===== src/rtl/softex_row_acc_ctrl.sv =====
// Job sequencer for the SoftEx row accumulator: clears the accumulator, meters len
// weight/operand transfers with a row strobe, then forwards the single result beat.
module softex_row_acc_ctrl #(
  parameter  int NUM_ROWS   = 4,
  parameter  int LEN_WIDTH  = 16,
  localparam int ROWS_WIDTH = $clog2(NUM_ROWS + 1)
) (
  input  logic                  clk_i,
  input  logic                  rst_i,
  input  logic                  start_i,
  input  logic                  abort_i,
  input  logic [LEN_WIDTH-1:0]  len_i,
  input  logic [ROWS_WIDTH-1:0] active_rows_i,
  output logic                  busy_o,
  output logic                  done_o,
  output logic [LEN_WIDTH-1:0]  count_o,
  input  logic                  w_valid_i,
  output logic                  w_ready_o,
  input  logic                  op_valid_i,
  output logic                  op_ready_o,
  output logic                  acc_weight_valid_o,
  input  logic                  acc_weight_ready_i,
  output logic                  acc_op_valid_o,
  input  logic                  acc_op_ready_i,
  output logic                  acc_last_weight_o,
  output logic [NUM_ROWS-1:0]   acc_strb_o,
  output logic                  acc_clear_o,
  input  logic                  acc_valid_i,
  output logic                  acc_ready_o,
  output logic                  res_valid_o,
  input  logic                  res_ready_i
);

  typedef enum logic [2:0] {IDLE, CLEAR, STREAM, DRAIN, DONE} state_t;

  state_t                  state;
  state_t                  next_state;
  logic [LEN_WIDTH-1:0]    count;
  logic [LEN_WIDTH-1:0]    len_q;
  logic [ROWS_WIDTH-1:0]   rows_q;
  logic [ROWS_WIDTH-1:0]   rows_clamped;
  logic [NUM_ROWS-1:0]     rows_mask;
  logic                    at_last;
  logic                    xfer;

  // Requests for more rows than physically exist saturate to the full array.
  assign rows_clamped = (active_rows_i > ROWS_WIDTH'(NUM_ROWS)) ? ROWS_WIDTH'(NUM_ROWS)
                                                                : active_rows_i;
  assign at_last      = (count == len_q - LEN_WIDTH'(1));
  assign count_o      = count;

  always_comb begin
    rows_mask = '0;
    for (int i = 0; i < NUM_ROWS; i++) begin
      rows_mask[i] = (ROWS_WIDTH'(i) < rows_q);
    end
  end

  always_ff @(posedge clk_i or posedge rst_i) begin
    if (rst_i) begin
      state  <= IDLE;
      count  <= '0;
      len_q  <= '0;
      rows_q <= '0;
    end else begin
      state <= next_state;
      if (state == IDLE && start_i) begin
        len_q  <= len_i;
        rows_q <= rows_clamped;
        if (next_state == CLEAR) begin
          count <= '0;
        end
      end else if (state == CLEAR) begin
        count <= '0;
      end else if (xfer) begin
        count <= count + LEN_WIDTH'(1);
      end
    end
  end

  always_comb begin
    next_state         = state;
    busy_o             = (state != IDLE);
    done_o             = 1'b0;
    w_ready_o          = 1'b0;
    op_ready_o         = 1'b0;
    acc_weight_valid_o = 1'b0;
    acc_op_valid_o     = 1'b0;
    acc_last_weight_o  = 1'b0;
    acc_strb_o         = '0;
    acc_clear_o        = 1'b0;
    acc_ready_o        = 1'b0;
    res_valid_o        = 1'b0;
    case (state)
      IDLE: begin
        if (start_i) begin
          next_state = (len_i == '0 || rows_clamped == '0) ? DONE : CLEAR;
        end
      end
      CLEAR: begin
        acc_clear_o = 1'b1;
        next_state  = STREAM;
      end
      STREAM: begin
        acc_weight_valid_o = w_valid_i;
        acc_op_valid_o     = op_valid_i;
        w_ready_o          = acc_weight_ready_i;
        op_ready_o         = acc_op_ready_i;
        acc_last_weight_o  = at_last;
        acc_strb_o         = rows_mask;
        if (w_valid_i && acc_weight_ready_i && at_last) begin
          next_state = DRAIN;
        end
      end
      DRAIN: begin
        res_valid_o = acc_valid_i;
        acc_ready_o = res_ready_i;
        if (acc_valid_i && res_ready_i) begin
          next_state = DONE;
        end
      end
      DONE: begin
        done_o     = 1'b1;
        next_state = IDLE;
      end
      default: next_state = IDLE;
    endcase
    // Abort wins over every transition and silences all handshakes for that cycle.
    if (abort_i && state != IDLE) begin
      next_state         = IDLE;
      acc_clear_o        = 1'b1;
      done_o             = 1'b0;
      w_ready_o          = 1'b0;
      op_ready_o         = 1'b0;
      acc_weight_valid_o = 1'b0;
      acc_op_valid_o     = 1'b0;
      acc_last_weight_o  = 1'b0;
      acc_strb_o         = '0;
      acc_ready_o        = 1'b0;
      res_valid_o        = 1'b0;
    end
    xfer = acc_weight_valid_o & acc_weight_ready_i;
  end

endmodule


===== config.mk =====
export PLATFORM = sky130hd
export DESIGN_NAME = softex_row_acc_ctrl
export DESIGN_NICKNAME = d
export VERILOG_FILES = /design/src/rtl/softex_row_acc_ctrl.sv
export SDC_FILE = /design/constraint.sdc
export NUM_CORES = 1
export LEC_CHECK = 0
export CORE_MARGIN = 2
export CORE_UTILIZATION = 45
export CTS_CLUSTER_DIAMETER = 80
export DETAILED_ROUTE_END_ITERATION = 6
export MAX_ROUTING_LAYER = met4
export PLACE_DENSITY = 0.88
export SLEW_MARGIN = 20
export SYNTH_ARGS = -nofsm -noshare
export SYNTH_HDL_FRONTEND = slang
export SYNTH_SLANG_ARGS = --single-unit

===== constraint.sdc =====
create_clock -name clk_i -period 3.1 [get_ports clk_i]
set_clock_uncertainty 0.2 [all_clocks]
set_input_delay 0.62 -clock clk_i [delete_from_list [all_inputs] [get_ports clk_i]]
set_output_delay 0.62 -clock clk_i [all_outputs]
set_load 0.01 [all_outputs]

==> results by group <==
Logic synthesis
  • Top-count cell post-synth: dfrtp_1
  • Yosys top cell by area: dfrtp_1
  • Synth cell types: 56
  • Synth async-reset ratio: 100%
  • Sequential share of the synthesized area: 38.0%
  • Cell count after synthesis: 265
  • Yosys reg bits: 38
  • Most used DFF post-synth: dfrtp_1
  • Area contributors post-synth: dfrtp_1 38%, mux2_1 6.7%, xnor2_1 4.2%, xor2_1 3.8%, nand4_1 3.0%
  • EDFF count, synth: 0
  • Syn Nets: 296
  • Synth cell count leaders: 38 x dfrtp_1, 18 x nand2_1, 15 x mux2_1
  • Ys Warns: 0
  • Mapped Area: 0.00250 mm²
  • Avg Inst Size Synth: 9.45 µm²
  • Top cell type's share of synthesized area: 38.0%

STA
  • Fin crit share: 113%
  • Post-layout worst setup margin: -0.401 ns
  • RSZ-0062 raised after global routing: yes
  • Slew HR: 67.1%
  • Setup violators final: 1
  • Pins Over Slew Limit: 0
  • Worst-Margin Slew: 0.493 ns
  • Hold Vio Cnt, Final: 0
  • FMAX: 286 MHz
  • Clock period minus worst slack: 3.50 ns

Power
  • Sw power: 0.983 mW
  • Leakage: 1.62 nW
  • Combinational Power Share: 57.1%
  • Internal power: 1.53 mW
  • Pwr per Cell Area: 690 mW/mm²
  • Pwr Total: 2.52 mW
  • Sw Share: 39.0%
  • Maximum vdd drop: 343 µV
  • Sequential Power Share: 30.1%
  • Clk pwr share: 12.8%

Cells and area
  • Layout Nets: 403
  • Area delta synth->final: 45.8%
  • Layout Cell Area excl Fill: 0.00365 mm²
  • Ant diodes: 0
  • Fin util: 67.1%
  • Area of the multi-input gates: 0.00149 mm²
  • FILL cells: 452
  • Layout cells sized above 1: 22.3%
  • Register Area: 951 µm²

Global route
  • Number of global-route vias before repair: 2499
  • First-pass GRT wire length: 11500 µm
  • Initial antenna violation count: 0
  • Global route overflow: 0
  • Largest net degree at the start of global routing: 39
  • Tot GR Track Use: 24.3%

Place
  • Routability Congestion: 0.901
  • Placed inst area: 0.00345 mm²
  • PortBufs: 58
  • Place WS: -0.506 ns
  • DP Wirelength: 5260 µm

Critical path
  • Critical Path Start: len_q[1]$_DFFE_PP0P_
  • Worst-path fanout max: 4
  • Setup crit start kind: flop
  • Most used cell, CP: or4_4
  • Critical path class: reg -> out
  • Crit path buf inv count: 2
  • Slowest-stage cell, CP: or4_4
  • Worst path top cell family by delay: simple AND/OR/NAND/NOR gates
  • Worst path depth: 8
  • Critical Path RT: 2.28 ns
  • Reg2reg path depth: 8
  • Critical Path Sink: acc_last_weight_o
  • Worst EP arrival: 2.68 ns
  • Flop-to-flop setup slack: 0.49 ns
  • CP Capture Type: primary output
  • Critical-path cell list: buf_4 -> or4_4 -> xnor2_2 -> a31oi_1 -> or4_4 -> a2111oi_4 -> and3_1 -> buf_2
  • FF-to-FF Start: len_q[1]$_DFFE_PP0P_
  • Crit-path max cell delay: 0.46 ns
  • RR Endpoint: state[0]$_DFF_PP0_

Floorplanning
  • Chip Height: 78.6 µm
  • Core box area: 0.00544 mm²
  • Die span in x: 78.6 µm
  • # IOs: 59
  • # rows: 27
  • Die Area: 0.00618 mm²
  • Initial Utilization: 46.0%

Route
  • DR vias: 2496
  • Routed Antenna Nets: 0
  • Drt total wl: 7100 µm
  • Vias per Instance: 5.62
  • Drt initial violations: 202
  • DR WL/cell: 16.0 µm
  • Drt pass-1 iters: 4
  • DR DRC count: 0

Clock tree
  • Clk sinks: 38
  • Clk Tree Root Cell: clkbuf_8
  • Clock-pin slew on the worst setup and hold paths: 0.08 ns
  • Clock Latency Late Sink: 0.29 ns
  • CTS hold repair buffers: 0
  • CTS tree: yes
  • H-tree depth: 2
  • CTS max path bufs: 2
  • CTS buffer count: 5

Status
  • Status: finished with violations
  • Failing checks: setup timing

Job
  • Max cap viols: 0

Hold path
  • Worst Hold Class: reg -> reg
-- cell usage in the layout (no fill, tap or decap), drive strengths merged, types with 6 or more instances in the layout --
master         count
nand4             12
nor2              14
o21ai             15
dlymetal6s2s       6
clkbuf             7
xnor2             12
mux2              16
clkdlybuf4s50     50
nand2             18
and2               7
nor3               6
inv                7
a21oi             14
dfrtp             38
nor4              10
buf               57
xor2              11
nand3              8
-- flip-flops by register name (all words and copies together) (netlist names) --
signal and flops:
count_o 16, len_q 16, rows_q 3, state 3
-- worst min path at each step --
stage,from,end,cells after the start
6_report,len_q[15]$_DFFE_PP0P_,len_q[15]$_DFFE_PP0P_,1
5_1_grt,len_q[15]$_DFFE_PP0P_,len_q[15]$_DFFE_PP0P_,1
4_1_cts,len_q[15]$_DFFE_PP0P_,len_q[15]$_DFFE_PP0P_,1
3_5_place_dp,len_q[15]$_DFFE_PP0P_,len_q[15]$_DFFE_PP0P_,1
3_3_place_gp,len_q[15]$_DFFE_PP0P_,len_q[15]$_DFFE_PP0P_,1
2_1_floorplan,len_q[15]$_DFFE_PP0P_,len_q[15]$_DFFE_PP0P_,1
-- power groups by stage --
stage          logic [mW]  registers, mW  clock network [mW]
4_1_cts              1.36          0.753               0.326
5_1_grt              1.56          0.771               0.340
3_3_place_gp         1.25          0.755                   0
6_report             1.44          0.757               0.323
2_1_floorplan       0.729          0.789                   0
3_5_place_dp         1.29          0.764                   0
-- logic make-up (layout without fill, tap and decap cells) --
group | after synthesis | in the layout | synth area share (%)
xor gates and xnor gates | 23 | 23 | 8.05
AOI/OAI and AO/OA | 55 | 55 | 14.1
buffers and inverters | 22 | 129 | 5.15
adders and majority gates | 2 | 2 | 0.999
DFF | 38 | 38 | 38.0
and+or+nand+nor | 104 | 104 | 24.5
muxes | 21 | 21 | 9.20
-- area by class of cell --
class / instances / area share (%)
multi-input combinational: 205 / 40.8
timing repair buffer: 114 / 27.7
sequential: 38 / 26.0
tap: 72 / 2.47
clock buffer: 7 / 2.09
inverter: 8 / 0.891
-- through the flow --
step / TNS [ns] / cells / hold WS [ns]
finish: -0.401 / 444 / 0.324
global placement: -0.558 / 430 / 0.293
detailed placement: -0.602 / 430 / 0.305
floorplan: -0.0411 / 265 / 0.280
CTS: -0.351 / 441 / 0.334
global route: -0.497 / 444 / 0.349
-- layer usage --
metal	GRT usage, %	vias up	routed length (µm)
li1	-	1192	-
met1	29.5	1199	3040
met2	40.3	91	3580
met3	4.25	14	349
met4	9.65	0	131
met5	-	-	0
-- worst reg2reg max path, delay by kind of cell (launching register included) --
kind                      cells  cell delay (ns)
and+or+nand+nor               2             0.90
AOI/OAI and AO/OA             3             0.61
xor gates and xnor gates      1             0.15
DFF                           1             0.38
buffers and inverters         2             0.29
-- timing repair --
action                     4_1_cts  5_1_grt
setup endpoints to repair        5        4
buffers inserted                 4        3
gates resized for setup         10       14
pin swaps                        7        5
Power figures use the tool's default switching activity.
